[src/rtl/sfr_probe.sv]
// Boot-time SFR probe: reads VERSION/FEAT1/FEAT2 from a slave register file
// and reports whether the slave meets a minimum version and required feature set.
module sfr_probe #(
   parameter int unsigned WIDTH     = 32,
   parameter int unsigned RD_LAT    = 0,
   parameter logic [23:0] MIN_VER   = 24'h000000,
   parameter logic [31:0] REQ_FEAT1 = 32'h0000_0002
) (
   input  logic             clk,
   input  logic             reset,
   input  logic             start,
   output logic [3:0]       sfr_addr,
   output logic             sfr_cen,
   output logic [WIDTH-1:0] sfr_din,
   input  logic [WIDTH-1:0] sfr_rdata,
   output logic             busy,
   output logic             done,
   output logic             ok,
   output logic [WIDTH-1:0] version,
   output logic [WIDTH-1:0] feat1,
   output logic [WIDTH-1:0] feat2
);

   localparam int unsigned EW       = (WIDTH > 32) ? WIDTH : 32;
   localparam logic [3:0]  ADDR_VER = 4'h1;
   localparam logic [3:0]  ADDR_F1  = 4'h2;
   localparam logic [3:0]  ADDR_F2  = 4'h3;
   localparam logic [3:0]  LAST_CNT = 4'(RD_LAT);

   typedef enum logic [2:0] {
      IDLE,
      RD_VER,
      RD_F1,
      RD_F2,
      DONE
   } state_t;

   state_t     state;
   logic [3:0] wait_cnt;
   logic       rd_last;
   logic       compat;

   assign sfr_din = '0;

   // Final cycle of a read state: the slave data is valid and gets captured.
   assign rd_last = (wait_cnt == LAST_CNT);

   // Compatibility rule; VERSION and FEAT1 are already held when RD_F2 ends.
   assign compat = (version != '0) &&
                   (24'(version) >= MIN_VER) &&
                   ((EW'(feat1) & EW'(REQ_FEAT1)) == EW'(REQ_FEAT1));

   always_ff @(posedge clk) begin
      if (reset) begin
         state    <= IDLE;
         wait_cnt <= 4'd0;
         sfr_addr <= 4'd0;
         sfr_cen  <= 1'b0;
         busy     <= 1'b0;
         done     <= 1'b0;
         ok       <= 1'b0;
         version  <= '0;
         feat1    <= '0;
         feat2    <= '0;
      end else begin
         done <= 1'b0;
         case (state)
            IDLE: begin
               if (start) begin
                  state    <= RD_VER;
                  wait_cnt <= 4'd0;
                  sfr_addr <= ADDR_VER;
                  sfr_cen  <= 1'b1;
                  busy     <= 1'b1;
                  ok       <= 1'b0;
               end
            end
            RD_VER: begin
               if (rd_last) begin
                  version  <= sfr_rdata;
                  state    <= RD_F1;
                  wait_cnt <= 4'd0;
                  sfr_addr <= ADDR_F1;
               end else begin
                  wait_cnt <= wait_cnt + 4'd1;
               end
            end
            RD_F1: begin
               if (rd_last) begin
                  feat1    <= sfr_rdata;
                  state    <= RD_F2;
                  wait_cnt <= 4'd0;
                  sfr_addr <= ADDR_F2;
               end else begin
                  wait_cnt <= wait_cnt + 4'd1;
               end
            end
            RD_F2: begin
               if (rd_last) begin
                  feat2    <= sfr_rdata;
                  state    <= DONE;
                  wait_cnt <= 4'd0;
                  sfr_addr <= 4'd0;
                  sfr_cen  <= 1'b0;
                  busy     <= 1'b0;
                  done     <= 1'b1;
                  ok       <= compat;
               end else begin
                  wait_cnt <= wait_cnt + 4'd1;
               end
            end
            DONE: begin
               state <= IDLE;
            end
            default: begin
               state    <= IDLE;
               wait_cnt <= 4'd0;
               sfr_addr <= 4'd0;
               sfr_cen  <= 1'b0;
               busy     <= 1'b0;
            end
         endcase
      end
   end

endmodule

[config.mk]
export PLATFORM = sky130hd
export DESIGN_NAME = sfr_probe
export DESIGN_NICKNAME = d
export VERILOG_FILES = /design/src/rtl/sfr_probe.sv
export SDC_FILE = /design/constraint.sdc
export NUM_CORES = 1
export LEC_CHECK = 0
export CELL_PAD_IN_SITES_DETAIL_PLACEMENT = 0
export CELL_PAD_IN_SITES_GLOBAL_PLACEMENT = 1
export CORE_MARGIN = 3
export CORE_UTILIZATION = 30
export DETAILED_ROUTE_END_ITERATION = 12
export PLACE_DENSITY_LB_ADDON = 0.05
export RECOVER_POWER = 50
export SLEW_MARGIN = 20
export SYNTH_ARGS = -nofsm -noshare
export SYNTH_HDL_FRONTEND = slang
export SYNTH_SLANG_ARGS = --single-unit
[constraint.sdc]
create_clock -name clk -period 1.82 [get_ports clk]
set_input_delay 0.455 -clock clk [delete_from_list [all_inputs] [get_ports clk]]
set_output_delay 0.455 -clock clk [all_outputs]
set_load 0.02 [all_outputs]
After elaboration in Yosys (flattened, before gate mapping)
Cells that the tools add are included.
Widths: inputs -> output; s select.
- mux-type cells: 20
- add/sub/neg operators: 1
- eq/ne operators: 8
- bitwise gates (word level): 3
- magnitude comparators: 1
- reduce and logical (&&, ||, !) cells: 17
- operators with widths (cell ; number):
    $reduce_bool 32->1 ; 1
    $ge 24x1->1 const B ; 1
    $mux 4 ; 6
    $pmux 4 s5 ; 1
    $mux 3 ; 4
    $pmux 3 s4 ; 1
    $pmux 4 s3 ; 1
    $ne 2x2->1 const B ; 4
    $reduce_and 2->1 ; 4
    $eq 3x2->1 const B ; 2
    $reduce_and 3->1 ; 2
    $reduce_or 3->1 ; 2
    $mux 1 ; 5
    $reduce_and 5->1 ; 1
    $add 4x1->4 const B ; 1
    $logic_not 4->1 ; 1
    $reduce_and 4->1 ; 1
    $eq 3x1->1 const B ; 1
    $eq 3x3->1 const B ; 1
    $logic_not 3->1 ; 1
    $not 1->1 ; 3
    $pmux 1 s3 ; 1
    $logic_and 1x1->1 ; 2
    $pmux 1 s2 ; 1
    other kinds (2) ; 2
- flip-flop bits (word level): 110
- output and inout port bits: 136

Depth between registers and ports, before layout
- word-level depth: 5
- depth in mapped cells: 9
- mapped depth without buffers: 6

Worst setup path before layout
No wires, ideal clock.
- kind: register to register
- start: register wait_cnt[0]
- end: register feat1[1]
- stages on the path, launching flop included: 9
- path buffers: 2
- arrival: 1500 ps
- period minus slack after synthesis: 1570 ps
- slack: 250 ps
- library setup time: 70 ps
- cells stage by stage: dfxtp_1 > inv_1 > ha_1 > nor3b_2 > buf_4 > nand3_1 > clkbuf_1 > nand2_1 > a21oi_1
- longest elaborated chain between the ends: 2
- RTL lines (what ; RTL line ; RTL):
    start, declared ; 39 ; logic [3:0] wait_cnt;
    start signal, assigned ; 85 ; wait_cnt <= wait_cnt + 4'd1;
    start signal, assigned ; 95 ; wait_cnt <= wait_cnt + 4'd1;
    start signal, assigned ; 109 ; wait_cnt <= wait_cnt + 4'd1;
    $logic_not 4->1 ; 46 ; assign rd_last = (wait_cnt == LAST_CNT);
    $reduce_and 2->1 (no source line) ; -- ;
    end signal, assigned ; 90 ; feat1 <= sfr_rdata;
    end, declared ; 20 ; output logic [WIDTH-1:0] feat1,
No other way between the ends.
A chain may end at the register's enable or synchronous reset.

Worst setup path after layout
- start: register version[17]
- end: output port version[17]
- RTL lines (what ; RTL line ; RTL):
    start, declared ; 19 ; output logic [WIDTH-1:0] version,
    start signal, assigned ; 80 ; version <= sfr_rdata;
No word-level cell between the ends.

==> results.toml <==
[yosys]
synth_cells = 538
synthTopCellsByArea = "dfxtp_1 51%, nand2_1 17%, a21oi_1 12%, buf_4 6.5%, buf_2 2.0%"
synth-seq-area-share_pct = 50.82
synthesis.area_um2 = 4254
synth_top_area_share_pct = 50.82
synth_edf_count = 0
synth-async-reset-ratio_pct = 0
avgSynthCellArea_um2 = 7.907
yosys_warnings = 0
synth_seq_cells = 108
yosysTopAreaCell = "dfxtp_1"
ys_types = 35
synth-main-ff-cell = "dfxtp_1"

[worst_setup_path]
cp_num_buf_inv = 1
slowest_stage = "clkdlybuf4s50_1"
reg2reg_from = "wait_cnt[0]"
critPathKind = "reg -> out"
r2r_end = "feat1[9]"
cp_max_fo = 3
worstSetupEndpointType = "output port"
crit_chain = "clkdlybuf4s50_1"
critPathTopFamily = "buffers and inverters"
worst_setup_path_start_kind = "flip-flop"
reg2regPathDepth = 8
crit_end = "version[17]"
reg2reg_slack_ns = 0.13
cp_num_cells = 1
cp.arrival_ns = 1.31
crit_required_ns = 1.36
worstSetupStartpoint = "version[17]"
cp_slowest_stage_delay_ns = 0.62

[final_layout]
fin_area_um2 = 5794
multi_input_area_um2 = 1755
diodes = 0
final_layout_size_suffix_gt1_share_pct = 4.812
fill_cells = 1453
regArea_um2 = 2163
area_growth_pct = 36.21
nets = 697
post-route-util_pct = 42.74

[drt]
vias_per_cell = 4.596
antenna_left = 0
wl_mm = 12.56
avgRoutedWirePerCell_um = 14.94
drt_iter0_markers = 204
via_count = 3865
first_pass_iters = 4
drc = 0

[floorplanning]
ios = 171
coreArea_um2 = 13560
dieArea_um2 = 15650
rows = 42
start_util_pct = 31.38
die_w_um = 125.1
dieHeight_um = 125.1

[power]
totalPowerFinal_mw = 7.934
power_per_cell_area_nw_per_um2 = 1369
ir_drop_mv = 0.5978
leakagePower_nw = 2.128

[clock_tree]
htreeDepth = 3
cts_buffers = 9
post_cts_buffers = 0
cts.sinks = 108
cts-root-buf = "clkbuf_16"
clkLatencyLatePin_ns = 0.35
cts_tree = "done"
clkSlewWorstSetupHoldPaths_ns = 0.07
cts_buffer_depth = 2

[grt]
grt.total_usage_pct = 15.58
grt_pass1_vias = 3629
met2_usage_pct = 25.25
use_met1_pct = 19.51
antenna_found_initial = 0
met3_usage_pct = 5.928
grt_pass1_wl_mm = 19.74
grt_max_degree = 52
busiest_layer = "met2"
globalRouteOverflowTotal = 0

[timing]
finalCritPeriodShare_pct = 97.25
fin_worst_skew_ns = 0.006696
whs_ns = 0.4525
slew_violations = 0
tns_ns = 0
relSlewSlack_pct = 63.52
post-route-min-period_ns = 1.770
max_freq_mhz = 565.0
rsz0062_at_grt = "no"
final-hold-violation-count = 0
worst-slew-pin-transition_ns = 0.5464
final-setup-viol-count = 0

[outcome]
outcome = "completed"

[place]
routabilityCongestion = 0.7363
hpwl_mm = 8.812
place.port_buffers = 136
placed_area_um2 = 5684

[flow_run]
drv_cap = 0

[min_path]
hp-class = "reg -> reg"
holdCritStartpoint = "feat1[8]"
[registers in the layout, indices dropped and copies added (netlist names)]
register,cells
feat1,32
feat2,32
version,32
wait_cnt,4
state,3
sfr_addr,2
busy,1
done,1
ok,1
[cell usage in the layout (no fill, tap or decap), types with 3 or more instances in the layout]
cell type / n
a21oi_1: 98
buf_12: 6
buf_4: 3
buf_6: 4
clkbuf_1: 26
clkbuf_16: 9
clkdlybuf4s50_1: 96
conb_1: 34
dfxtp_1: 107
dlygate4sd2_1: 16
nand2_1: 193
nand3_1: 4
nor2_1: 14
nor2b_1: 4
nor3_1: 4
nor4_1: 8
o21ai_0: 3
xor2_1: 3
[metal layers]
layer | share of wire (%) | up-vias
met4 | 1.0 | 0
met3 | 7.7 | 8
li1 | - | 1924
met5 | 0 | -
met1 | 45 | 1797
met2 | 47 | 136
[cell type report]
cell class	instances	area share (%)
clock inverters	4	0.4535
well taps	176	3.800
inverters	2	0.1296
multi-input cells	389	30.30
repair buffers	150	23.90
clock buffers	12	4.081
flip-flops and latches	108	37.34
[through the flow]
stage          setup WS (ns)  cells
2_1_floorplan         0.2498    571
3_5_place_dp        -0.02002    825
3_3_place_gp         0.04653    825
4_1_cts            0.0002228    841
6_report             0.05002    841
5_1_grt             0.001372    841
[cell usage after synthesis (2+ instances only)]
library cell and n:
a21oi_1 98, and3_1 2, buf_2 17, buf_4 37, buf_6 3, clkbuf_1 15, dfxtp_1 108, ha_1 2
inv_1 2, mux2i_1 2, nand2_1 193, nand2b_1 2, nand3_1 4, nand4_1 2, nor2_1 14, nor2b_1 4
nor3_1 4, nor4_1 8, o21ai_0 3, xor2_1 3
[what timing repair did]
item                                    CTS  global route
gates resized for setup                  16            28
hold buffers                              0             0
endpoints found under the setup margin   16            52
[power by group]
| part | internal (mW) | switching [mW] |
|---|---|---|
| sequential | 2.79 | 0.339 |
| clock | 0.928 | 0.849 |
| combinational | 1.18 | 1.84 |
| total | 4.90 | 3.03 |
[cells by family after synthesis]
logic type                 after synthesis  share of synthesized area, %
and+or+nand+nor                        238                         22.85
AOI/OAI and AO/OA                      109                         13.53
DFF                                    108                         50.82
buffers and inverters                   74                         10.82
xor gates and xnor gates                 4                        0.8237
adders and majority gates                2                        0.5881
muxes                                    2                        0.4706
other                                    1                       0.08815
[worst min path at each step]
stage,to,slack (ns),cells after the start
final,feat1[8],0.45,2
after global routing,feat1[7],0.47,2
after CTS,feat1[7],0.46,2
after detailed placement,feat1[2],0.45,2
after global placement,feat2[24],0.44,2
after floorplan,wait_cnt[3],0.50,2
Note: power is estimated with default switching activity, not from simulation.
